## src/rtl/dmem_lsu.sv

```systemverilog
// Load/store unit: turns core load/store requests into aligned, handshaked
// word accesses on the data-memory bus, stalls the core until the access
// completes and reports misaligned accesses, bus errors and timeouts.
module dmem_lsu #(
    parameter int unsigned TIMEOUT_CYCLES = 255
) (
    input  logic        clk,
    input  logic        reset,
    input  logic        mem_read,
    input  logic        mem_write,
    input  logic [2:0]  funct3,
    input  logic [31:0] addr,
    input  logic [31:0] wdata,
    output logic        stall,
    output logic [31:0] rdata,
    output logic        fault,
    output logic [1:0]  fault_cause,
    output logic        bus_req,
    output logic        bus_we,
    output logic [31:0] bus_addr,
    output logic [3:0]  bus_be,
    output logic [31:0] bus_wdata,
    input  logic        bus_ack,
    input  logic        bus_err,
    input  logic [31:0] bus_rdata
);

    localparam int unsigned CNT_W = $clog2(TIMEOUT_CYCLES + 1);
    localparam logic [CNT_W-1:0] CNT_LAST = CNT_W'(TIMEOUT_CYCLES - 1);

    localparam logic [1:0] CAUSE_MISALIGN = 2'b01;
    localparam logic [1:0] CAUSE_BUS_ERR  = 2'b10;
    localparam logic [1:0] CAUSE_TIMEOUT  = 2'b11;

    typedef enum logic [1:0] {StIdle, StReq, StDone, StFault} state_t;

    state_t           state;
    logic [CNT_W-1:0] cnt;
    logic [2:0]       f3_q;
    logic [1:0]       off_q;

    logic             access;
    logic             size_b;
    logic             size_h;
    logic             size_w;
    logic             misaligned;
    logic [3:0]       be_next;
    logic [31:0]      wdata_next;
    logic [31:0]      lane;
    logic [31:0]      load_ext;

    // Decode the incoming request: access size, alignment, enables and lane data.
    always_comb begin
        access     = mem_read | mem_write;
        // funct3[1:0] = 1x is a word access (011 included).
        size_w     = funct3[1];
        size_h     = (funct3[1:0] == 2'b01);
        size_b     = (funct3[1:0] == 2'b00);
        misaligned = (size_h & addr[0]) | (size_w & (addr[1:0] != 2'b00));

        be_next    = 4'b1111;
        wdata_next = wdata;
        if (size_b) begin
            be_next    = 4'b0001 << addr[1:0];
            wdata_next = {4{wdata[7:0]}};
        end else if (size_h) begin
            be_next    = addr[1] ? 4'b1100 : 4'b0011;
            wdata_next = {2{wdata[15:0]}};
        end
    end

    // Extract and extend the addressed lane of the returned word.
    always_comb begin
        lane     = bus_rdata >> {off_q, 3'b000};
        load_ext = lane;
        if (f3_q[1:0] == 2'b00) begin
            load_ext = f3_q[2] ? {24'h0, lane[7:0]} : {{24{lane[7]}}, lane[7:0]};
        end else if (f3_q[1:0] == 2'b01) begin
            load_ext = f3_q[2] ? {16'h0, lane[15:0]} : {{16{lane[15]}}, lane[15:0]};
        end
    end

    // Core stall: held while a new access is being accepted and for the whole request.
    always_comb begin
        stall = reset & (((state == StIdle) & access) | (state == StReq));
    end

    // Access FSM with registered bus, fault and load-result outputs.
    always_ff @(posedge clk or negedge reset) begin
        if (!reset) begin
            state       <= StIdle;
            cnt         <= '0;
            f3_q        <= 3'b000;
            off_q       <= 2'b00;
            rdata       <= 32'h0;
            fault       <= 1'b0;
            fault_cause <= 2'b00;
            bus_req     <= 1'b0;
            bus_we      <= 1'b0;
            bus_addr    <= 32'h0;
            bus_be      <= 4'h0;
            bus_wdata   <= 32'h0;
        end else begin
            unique case (state)
                StIdle: begin
                    // A late ack arriving here belongs to an abandoned request; ignore it.
                    if (access) begin
                        if (misaligned) begin
                            state       <= StFault;
                            fault       <= 1'b1;
                            fault_cause <= CAUSE_MISALIGN;
                            rdata       <= 32'h0;
                        end else begin
                            state     <= StReq;
                            cnt       <= '0;
                            bus_req   <= 1'b1;
                            bus_we    <= mem_write;
                            bus_addr  <= {addr[31:2], 2'b00};
                            bus_be    <= be_next;
                            bus_wdata <= mem_write ? wdata_next : 32'h0;
                            f3_q      <= funct3;
                            off_q     <= addr[1:0];
                        end
                    end
                end
                StReq: begin
                    // Ack has priority over an expiring counter.
                    if (bus_ack) begin
                        bus_req <= 1'b0;
                        if (bus_err) begin
                            state       <= StFault;
                            fault       <= 1'b1;
                            fault_cause <= CAUSE_BUS_ERR;
                            rdata       <= 32'h0;
                        end else begin
                            state <= StDone;
                            if (!bus_we) begin
                                rdata <= load_ext;
                            end
                        end
                    end else if (cnt == CNT_LAST) begin
                        state       <= StFault;
                        bus_req     <= 1'b0;
                        fault       <= 1'b1;
                        fault_cause <= CAUSE_TIMEOUT;
                        rdata       <= 32'h0;
                    end else begin
                        cnt <= cnt + 1'b1;
                    end
                end
                StDone: begin
                    state <= StIdle;
                end
                StFault: begin
                    state       <= StIdle;
                    fault       <= 1'b0;
                    fault_cause <= 2'b00;
                end
                default: begin
                    state <= StIdle;
                end
            endcase
        end
    end

endmodule

```

## config.mk

```make
export PLATFORM = sky130hd
export DESIGN_NAME = dmem_lsu
export DESIGN_NICKNAME = d
export VERILOG_FILES = /design/src/rtl/dmem_lsu.sv
export SDC_FILE = /design/constraint.sdc
export NUM_CORES = 1
export LEC_CHECK = 0
export CAP_MARGIN = 15
export CORE_MARGIN = 8
export CORE_UTILIZATION = 30
export CTS_CLUSTER_DIAMETER = 80
export DETAILED_ROUTE_END_ITERATION = 7
export HOLD_SLACK_MARGIN = 0.15
export PLACE_DENSITY = 0.68
export SLEW_MARGIN = 40
export SYNTH_ARGS = -nofsm -noshare
export SYNTH_HDL_FRONTEND = slang
export SYNTH_SLANG_ARGS = --single-unit
```

## constraint.sdc

```tcl
create_clock -name clk -period 2 [get_ports clk]
set_clock_uncertainty 0.05 [all_clocks]
set_input_delay 0.5 -clock clk [delete_from_list [all_inputs] [get_ports clk]]
set_output_delay 0.5 -clock clk [all_outputs]
set_load 0.01 [all_outputs]
```

==> results.tsv, run 1 <==
stage	metric	value	unit
timing	slew_headroom	56.7	%
critical_path	critPathMaxStageDelay	440	ps
global_routing	grt_remaining_overflow	0	
cts	clk_pin_slew	60	ps
critical_path	r2r_cells	6	
critical_path	cp.required	2250	ps
cts	clock-root-buffer	clkbuf_16	
synthesis	yosysWarningCount	0	
route	via_per_inst	5.04	
floorplan	rows	50	
critical_path	crit_arrival	2260	ps
layout	num-fill-cells	1690	
status	violations	setup timing	
global_routing	grt_max_degree	119	
critical_path	crit_chain	clkdlybuf4s50_1 > buf_4 > o21ba_2 > nand4_1 > buf_4 > buf_6 > mux2_2	
floorplan	die_h	154	um
floorplan	io_pins	211	
synthesis	synth_seq_cells	118	
run	max_cap_viol_count	0	
floorplan	design.die.area	23700	sq um
timing	worst_pin_slew	650	ps
layout	drive_gt1_share	19.7	%
layout	area_growth	60.3	%
cts	cts.sinks	118	
synthesis	netlist_top_cells_area	dfrtp_1 52%, mux2_2 8.3%, mux2i_1 7.2%	
timing	setup_viol	1	
critical_path	crit_fanout	23	
cts	h-tree-depth	4	
critical_path	cp-endpoint	bus_addr[20]	
timing	whs	191	ps
hold_path	hp-class	in -> async	
critical_path	critPathBufInv	4	
synthesis	ys_types	51	
floorplan	die_width	154	um
timing	setup_ws	-12.4	ps
critical_path	reg2reg_slack	60	ps
critical_path	cp-start-kind	primary input	
synthesis	ys.flop_type	dfrtp_1	
critical_path	path_common_cell	buf_4	
cts	cts_hold_buffers	0	
synthesis	synth_top_area_share	51.7	%
timing	max_freq	0.497	GHz
floorplan	core_area	18700	sq um
power	ir_drop	0.574	mV
placement	dp_hpwl	14200	um
critical_path	cpMaxStageDelayCell	clkdlybuf4s50_1	
critical_path	timing_worst_setup_path_type	in -> reg	
synthesis	synth_top_cell_by_area	dfrtp_1	
critical_path	crit_cells	7	
layout	stdcell_count	1010	
placement	dpl.cell_count	973	
route	first_pass_iters	4	
global_routing	use_met3	5.52	%
timing	drv_slew	0	
critical_path	r2r_start	state[1]	
power	leakage	3.92	nW
global_routing	grtUsageTotal	16.2	%
placement	place_ws	-507	ps
critical_path	crit_start	mem_write	
route	via_count	5088	
floorplan	start_util	30.5	%
status	status	finished, violations left	
route	wire_per_inst	19.2	um
critical_path	cp_top_family	buffers and inverters	
synthesis	synth_area	5710	sq um
synthesis	netlist_instances	522	
power	p_per_area	1480	nW/um^2
timing	period_needed	2010	ps
layout	nets	870	
synthesis	syn_avg_cell_area	10.9	sq um
cts	cts_buffers	17	
global_routing	grt_pass1_wl	30200	um
timing	rsz0062_at_grt	true	
global_routing	antenna_found_initial	0	
timing	setup_tns	-12.4	ps
cts	clockBufferDepth	2	
placement	io_buffers	208	
critical_path	worst_setup_path_end_kind	flip-flop	
route	first_iter_violations	299	
timing	post-route-period-util	101	%
synthesis	ys_seq_area_share	51.7	%
synthesis	synth_common_cells	118 x dfrtp_1, 52 x o21ai_0, 45 x nand2_1	
route	drt-total-wl	19400	um
timing	timing_hold_violations_final	0	
global_routing	use_met1	18.9	%
global_routing	grt-busiest-layer	met2	
cts	clock_latency	410	ps
critical_path	reg2reg_to	bus_addr[20]	
route	ant_nets	0	
global_routing	grt_pass1_vias	5428	
route	drc_errors	0	
layout	n_antenna_cell	0	
synthesis	yosysMostFrequentCell	dfrtp_1	
synthesis	synth_edf_count	0	
placement	gp_congestion	0.851	
cts	tritoncts	built	
global_routing	met2_usage	26.9	%
power	power	13.6	mW
synthesis	synthArstFlopShare	100	%
## logic make-up after synthesis
group | count (synthesis) | share of synthesized area (%)
adders and majority gates | 2 | 0.438
muxes | 84 | 15.9
and+or+nand+nor | 113 | 10.2
AOI/OAI and AO/OA | 150 | 17.6
other | 1 | 0.0656
buffers and inverters | 52 | 3.81
xor gates and xnor gates | 2 | 0.307
DFF | 118 | 51.7
## through the flow
step,area [sq um],utilization [%]
2_1_floorplan,5730,-
4_1_cts,9020,48.2
3_5_place_dp,8380,44.8
6_report,9160,49.0
5_1_grt,9160,49.0
3_3_place_gp,8380,44.8
## sequential cells by signal, summed over array words and instances, names as in the netlist
name and cells:
bus_addr 30, bus_be 4, bus_req 1, bus_wdata 32, bus_we 1, cnt 8
f3_q 3, fault 1, fault_cause 2, off_q 2, rdata 32, state 2
## layout make-up
| cell class | instances | area [sq um] | area share, % |
|---|---|---|---|
| clock inverter | 14 | 199 | 2.17 |
| sequential | 118 | 2950 | 32.2 |
| timing repair buffer | 267 | 2640 | 28.8 |
| clock buffer | 18 | 439 | 4.79 |
| inverter | 6 | 22.5 | 0.246 |
| tap | 234 | 293 | 3.20 |
| multi-input combinational | 353 | 2610 | 28.5 |
## cells in the final DEF, fill, tap and decap left out, drive strengths merged, types with 4 or more instances in the layout
master,netlist,routed
clkdlybuf4s50,0,204
dfrtp,118,118
buf,19,60
o21ai,52,52
nand2,45,45
mux2,42,42
mux2i,41,41
a21oi,19,19
clkbuf,27,19
o31ai,16,16
a211oi,14,14
nor2,14,14
a32o,13,13
nand3,12,12
nand3b,10,10
o211ai,9,9
nor2b,8,8
a22o,8,8
inv,6,8
a21o,4,4
bufinv,0,4
clkinvlp,0,4
clkinv,0,4
## per-layer routing
metal / routed length (um) / vias to the layer above / share of wire [%]
met3: 1350 / 23 / 7.0
met4: 382 / 0 / 2.0
li1: - / 2399 / -
met5: 0 / - / 0
met1: 8040 / 2525 / 41
met2: 9620 / 141 / 50
## worst reg2reg max path, stage by stage, from the launching register on
cell,delay (ps)
dfrtp_1,460
buf_4,180
o21ba_2,270
nand4_1,200
buf_4,220
buf_6,170
mux2_2,280
## timing repair
item,4_1_cts,5_1_grt
gates cloned,0,2
endpoints found under the setup margin,19,58
pin swaps,0,2
gates resized for setup,7,21
setup buffers,0,3
## worst min path at each step
stage	endpoint	slack, ps	cells after the start
6_report	rdata[0]	190	2
3_5_place_dp	bus_wdata[29]	420	2
4_1_cts	rdata[0]	230	2
2_1_floorplan	bus_addr[10]	150	0
3_3_place_gp	bus_wdata[30]	410	2
5_1_grt	rdata[0]	270	2
## power by group
group | total, mW | switching, mW | internal (mW) | leakage, nW
combinational | 6.28 | 2.86 | 3.42 | 2.11
sequential | 3.99 | 0.614 | 3.38 | 1.50
clock | 3.30 | 1.17 | 2.13 | 0.299
total | 13.6 | 4.65 | 8.92 | 3.92
(Power assumes the default switching activity.)
==> inputs of run 2 (changes only) <==
--- a/config.mk
+++ b/config.mk
@@ -6,12 +6,14 @@
 export NUM_CORES = 1
 export LEC_CHECK = 0
 export CAP_MARGIN = 15
+export CELL_PAD_IN_SITES_DETAIL_PLACEMENT = 1
+export CELL_PAD_IN_SITES_GLOBAL_PLACEMENT = 2
 export CORE_MARGIN = 8
-export CORE_UTILIZATION = 30
+export CORE_UTILIZATION = 25
 export CTS_CLUSTER_DIAMETER = 80
 export DETAILED_ROUTE_END_ITERATION = 7
 export HOLD_SLACK_MARGIN = 0.15
-export PLACE_DENSITY = 0.68
+export PLACE_DENSITY = 0.86
 export SLEW_MARGIN = 40
 export SYNTH_ARGS = -nofsm -noshare
 export SYNTH_HDL_FRONTEND = slang
==> run 2 against run 1 <==
Against the previous run:
- cell count is 5.9% higher
- highest routed layer is now met5
- via count is 1.3% higher
- sequential power is 1% higher
- global-route usage is 0.60 points lower
- critical path type is now reg -> reg
- count of clock-buffer cells in the layout is 1 higher
- the run still ends with setup timing left
==> results.tsv, run 2 (synthesized netlist as in run 1, its figures left out) <==
stage	metric	value	unit	change
route	wire_per_inst	20.2	um	+5.3%
cts	tritoncts	built		
timing	timing_hold_violations_final	0		unchanged
critical_path	timing_worst_setup_path_type	reg -> reg		
critical_path	crit_chain	buf_6 > buf_6 > nor3b_4 > o21a_2 > or3_4 > clkbuf_16 > a32o_1		
global_routing	grt_pass1_wl	34200	um	+13%
route	first_iter_violations	237		-21%
global_routing	grtUsageTotal	15.6	%	-0.60 points
critical_path	crit_fanout	8		-65%
layout	reg.largest.list	bus_wdata x32, rdata x32, bus_addr x30		
timing	rsz0062_at_grt	true		
route	drc_errors	0		unchanged
global_routing	antenna_found_initial	1		+1
floorplan	die_width	167	um	+8.6%
critical_path	cp-start-kind	flip-flop		
placement	gp_congestion	0.766		-10%
route	ant_nets	0		unchanged
critical_path	critPathBufInv	3		-1
route	via_count	5155		+1.3%
layout	most-common-layout-cells	200 x clkdlybuf4s50_1, 117 x dfrtp_1, 58 x buf_4, 47 x o21ai_0, 45 x nand2_1		
power	p_per_area	1480	nW/um^2	-0.33%
timing	setup_viol	2		+1
critical_path	critPathMaxStageDelay	490	ps	+50 ps
layout	nets	879		+1.0%
timing	max_freq	0.499	GHz	+0.42%
layout	area_growth	62.2	%	
global_routing	grt_pass1_vias	5758		+6.1%
power	power	13.7	mW	+0.83%
critical_path	path_common_cell	buf_6		
route	drt-total-wl	21600	um	+12%
cts	h-tree-depth	4		unchanged
timing	setup_ws	-4.01	ps	+8.38 ps
critical_path	worst_setup_path_end_kind	flip-flop		
timing	drv_slew	0		unchanged
floorplan	start_util	25.3	%	-5.2 points
global_routing	grt_max_degree	81		-32%
global_routing	grt_remaining_overflow	0		unchanged
placement	dp_hpwl	16100	um	+13%
cts	clockBufferDepth	2		unchanged
cts	cts.sinks	118		unchanged
floorplan	core_area	22600	sq um	+21%
placement	io_buffers	208		unchanged
power	leakage	3.96	nW	+1.0%
cts	cts_buffers	17		unchanged
timing	post-route-period-util	100	%	-0.42 points
timing	slew_headroom	62.6	%	+5.9 points
hold_path	hp-class	in -> async		
route	first_pass_iters	4		unchanged
layout	finalCoreUtilization	41.1	%	-7.9 points
floorplan	io_pins	211		unchanged
floorplan	rows	55		+10%
layout	final_common_cell	clkdlybuf4s50_1		
timing	period_needed	2000	ps	-8.38 ps
critical_path	cpMaxStageDelayCell	or3_4		
cts	clk_pin_slew	60	ps	about the same
status	violations	setup timing		
layout	drive_gt1_share	20.9	%	+1.2 points
floorplan	design.die.area	27900	sq um	+18%
critical_path	cp.required	2260	ps	about the same
floorplan	die_h	167	um	+8.6%
power	ir_drop	0.748	mV	+30%
critical_path	cp_top_family	simple AND/OR/NAND/NOR gates		
critical_path	crit_arrival	2260	ps	about the same
route	via_per_inst	4.82		-4.4%
status	status	finished, violations left		
run	max_cap_viol_count	0		unchanged
layout	n_antenna_cell	0		unchanged
cts	clock_latency	420	ps	about the same
timing	worst_pin_slew	561	ps	-89.2 ps
cts	clock-root-buffer	clkbuf_16		
[run 2: cell count changes in the layout (fill, tap and decap cells not counted), sizes merged]
| cell | previous run | this run |
|---|---|---|
| bufinv | 4 | 2 |
| dlygate4sd2 | 1 | 6 |
| inv | 8 | 9 |
| clkbuf | 19 | 20 |
| buf | 60 | 69 |
| clkdlybuf4s50 | 204 | 200 |
| dlymetal6s2s | 1 | 0 |
[run 2: timing repair]
action / in CTS / in global routing
setup buffers: 1 / 4
hold buffers: 0 / 0
endpoints found under the hold margin: 0 / 0
gates resized for setup: 21 / 11
cloned: 2 / 1
pin swaps: 2 / 7
endpoints found under the setup margin: 31 / 38
[run 2: stage by stage]
stage | instances | setup slack [ps] | hold slack [ps] | setup TNS [ps] | cell area, sq um
finish | 1070 | -4.01 | 159 | -6.65 | 9270
global route | 1070 | -48.8 | 207 | -440 | 9270
CTS | 1066 | -57.5 | 182 | -615 | 9190
detailed placement | 1031 | -557 | 419 | -44310 | 8500
global placement | 1031 | -503 | 411 | -40110 | 8500
floorplan | 523 | 19.7 | 154 | 0 | 5730
[run 2: layout make-up]
class	instances	area, sq um
clock buffer	19	453
clock inverter	13	148
fill	2478	13300
inverter	6	22.5
multi-input combinational	353	2620
sequential	118	2950
tap	285	357
timing repair buffer	276	2720
[run 2: report_power, final]
part,internal (mW),switching [mW]
Combinational,3.53,2.98
Clock,1.91,1.21
Sequential,3.38,0.664
[run 2: worst reg2reg max path: cells and delay by family (launching register included)]
family                 cells  cell delay (ps)
AND/OR/NAND/NOR            2              630
buffers and inverters      3              440
AO/OA/AOI/OAI              2              340
flip-flops                 1              430
[run 2: worst paths after layout]
check	from	endpoint	slack [ps]	cells past startpoint
max in group asynchronous	reset	state[0]	880	3
max	state[0]	rdata[19]	-4	7
min in group clk	bus_be[3]	bus_be[3]	430	2
max reg2reg	state[0]	rdata[19]	-4	7
min	reset	bus_addr[30]	160	2
min reg2reg	bus_be[3]	bus_be[3]	430	2
[run 2: layer usage]
layer  share of wire, %  global-route usage [%]  up-vias  wire length, um
li1                   -                       -     2424                -
met2                 52                    27.6      122            11300
met4                1.9                    4.85        2              406
met1                 39                    17.2     2579             8460
met5              0.060                       0        -               13
met3                6.9                    5.83       28             1500
==> inputs of run 3 (changes only) <==
--- a/config.mk
+++ b/config.mk
@@ -10,6 +10,7 @@
 export CELL_PAD_IN_SITES_GLOBAL_PLACEMENT = 2
 export CORE_MARGIN = 8
 export CORE_UTILIZATION = 25
+export CTS_BUF_LIST = sky130_fd_sc_hd__clkbuf_8
 export CTS_CLUSTER_DIAMETER = 80
 export DETAILED_ROUTE_END_ITERATION = 7
 export HOLD_SLACK_MARGIN = 0.15
==> run 3 against run 2 <==
Against the previous run:
- the run now ends clean
- final area shrank 2.1%
- flip-flop and latch count is the same
- via count grew 0.33%
- hold slack gained 270 ps
- count of clock-buffer cells in the layout is the same
- total power shrank 7.8%
- critical path depth shrank 6
- non-clock buffer count shrank 4
- sequential power is essentially flat
- register-to-register slack gained 70 ps
- global-route usage shrank 0.31 points
- highest routed layer unchanged
==> results.tsv, run 3 (synthesized netlist as in run 1, its figures left out) <==
stage	metric	value	unit	change
layout	nets	875		-0.46%
placement	dpl.cell_count	1031		unchanged
route	first_iter_violations	194		-18%
timing	worst_pin_slew	561	ps	+0.436 ps
critical_path	r2r_start	cnt[0]		
hold_path	min_from	bus_wdata[15]		
timing	period_needed	1950	ps	-51.3 ps
floorplan	die_h	167	um	unchanged
critical_path	critPathBufInv	1		-2
layout	most-common-layout-cells	179 x clkdlybuf4s50_1, 116 x dfrtp_1, 53 x buf_4, 51 x o21ai_0, 45 x nand2_1		
critical_path	cp-start-kind	flip-flop		
route	wire_per_inst	20.2	um	-0.36%
timing	rsz0062_at_grt	true		
critical_path	cpMaxStageDelayCell	clkdlybuf4s50_1		
critical_path	r2r_cells	7		unchanged
global_routing	grt_pass1_wl	33600	um	-1.8%
cts	clock_latency	450	ps	+30 ps
power	power.share.clock	18.2	%	-4.7 points
route	first_pass_iters	4		unchanged
critical_path	crit_chain	clkdlybuf4s50_1		
placement	place_ws	-557	ps	unchanged
floorplan	start_util	25.3	%	unchanged
global_routing	grt_remaining_overflow	0		unchanged
global_routing	grtUsageTotal	15.3	%	-0.31 points
timing	setup_tns	0	ps	+6.65 ps
route	ant_nets	0		unchanged
critical_path	cp.required	1450	ps	-810 ps
route	via_count	5172		+0.33%
placement	place_area	8500	sq um	unchanged
critical_path	worst_setup_path_end_kind	output pin		
power	intPower	7.93	mW	-10%
floorplan	io_pins	211		unchanged
critical_path	timing_worst_setup_path_type	reg -> out		
layout	area_growth	58.8	%	
placement	dp_hpwl	16100	um	unchanged
timing	whs	427	ps	+268 ps
timing	setup_viol	0		-2
cts	tritoncts	built		
critical_path	crit_arrival	1400	ps	-860 ps
hold_path	holdPathStages	2		
critical_path	reg2reg_to	rdata[20]		
floorplan	die_width	167	um	unchanged
critical_path	cp_top_family	buffers and inverters		
timing	post-route-period-util	97.6	%	-2.6 points
layout	stdcell_area	9070	sq um	-2.1%
power	p_switching	4.69	mW	-3.5%
cts	clock-root-buffer	clkbuf_8		
timing	timing_hold_violations_final	0		unchanged
route	via_per_inst	4.85		+0.71%
floorplan	design.die.area	27900	sq um	unchanged
cts	cts_buffers	17		unchanged
route	drt-total-wl	21500	um	-0.73%
critical_path	reg2reg_slack	70	ps	+70 ps
route	drc_errors	0		unchanged
layout	finalCoreUtilization	40.2	%	-0.86 points
floorplan	rows	55		unchanged
critical_path	critPathMaxStageDelay	600	ps	+110 ps
layout	n_antenna_cell	0		unchanged
cts	clockBufferDepth	2		unchanged
global_routing	grt_pass1_vias	5753		-0.087%
critical_path	crit_fanout	2		-6
power	ir_drop	0.540	mV	-28%
timing	max_freq	0.512	GHz	+2.6%
layout	drive_gt1_share	20.0	%	-0.92 points
cts	h-tree-depth	4		unchanged
hold_path	hold_end	bus_wdata[15]		
power	power	12.6	mW	-7.8%
power	leakage	4.11	nW	+4.0%
layout	reg.largest.list	bus_wdata x32, rdata x32, bus_addr x30		
global_routing	grt_max_degree	81		unchanged
floorplan	core_area	22600	sq um	unchanged
placement	io_buffers	208		unchanged
placement	gp_congestion	0.766		unchanged
status	status	complete, no violations		
cts	clk_pin_slew	80	ps	+20 ps
timing	drv_slew	0		unchanged
timing	slew_headroom	62.6	%	about the same
run	max_cap_viol_count	0		unchanged
power	seq_power_share	32.0	%	+2.4 points
cts	cts.sinks	118		unchanged
power	combPwrFrac	49.8	%	+2.2 points
power	p_per_area	1390	nW/um^2	-5.8%
layout	stdcell_count	1066		-0.37%
layout	final_common_cell	clkdlybuf4s50_1		
power	switching_share	37.2	%	+1.6 points
global_routing	antenna_found_initial	2		+1
hold_path	hp-class	reg -> reg		
timing	setup_ws	47.3	ps	+51.3 ps
## run 3: changes by cell type in the layout (fill, tap and decap cells not counted), moves of 2 or more
cell	delta
o41ai_2	-3
buf_16	-2
clkdlybuf4s50_1	-21
clkbuf_8	+17
dlymetal6s2s_1	+21
o21ai_0	+4
buf_4	-5
clkbuf_16	-16
o41ai_1	+3
o21ai_1	-4
## run 3: worst max path at each step
| stage | from | to | slack (ps) | cells past startpoint |
|---|---|---|---|---|
| 2_1_floorplan | state[0] | rdata[17] | 20 | 7 |
| 3_3_place_gp | mem_write | stall | -500 | 5 |
| 3_5_place_dp | bus_ack | rdata[17] | -560 | 7 |
| 4_1_cts | state[0] | stall | -50 | 4 |
| 5_1_grt | cnt[4] | rdata[27] | -40 | 4 |
| 6_report | rdata[27] | rdata[27] | 50 | 1 |
## run 3: power groups by stage
stage	clock (mW)	sequential, mW	combinational (mW)
after floorplan	0	4.33	2.49
after global placement	0	4.02	6.08
after detailed placement	0	4.08	6.19
after CTS	2.36	4.05	6.23
after global routing	2.45	4.18	6.81
final	2.30	4.04	6.28
## run 3: routing by layer
layer  part of all wire (%)  global-route usage, %
met4                    2.0                   5.16
met2                     52                   27.0
met3                    6.9                   5.95
met1                     39                   16.6
met5                   0.13                      0
## run 3: final cells by class
cell class,instances,area (sq um)
well taps,285,357
fillers,2496,13500
multi-input cells,353,2610
flip-flops and latches,118,2960
inverters,6,22.5
clock inverters,13,148
clock buffers,19,262
repair buffers,272,2720
## run 3: repair_timing
item	4_1_cts	5_1_grt
endpoints found under the hold margin	35	0
resized for setup	14	33
pin swaps	2	5
gates cloned	0	2
hold buffers	1	0
endpoints found under the setup margin	25	73
setup buffers	1	2
## run 3: worst min-delay path: stages, from the launching register on
cell and delay (ps):
dfrtp_1 340, nand2_1 40, o21ai_0 60
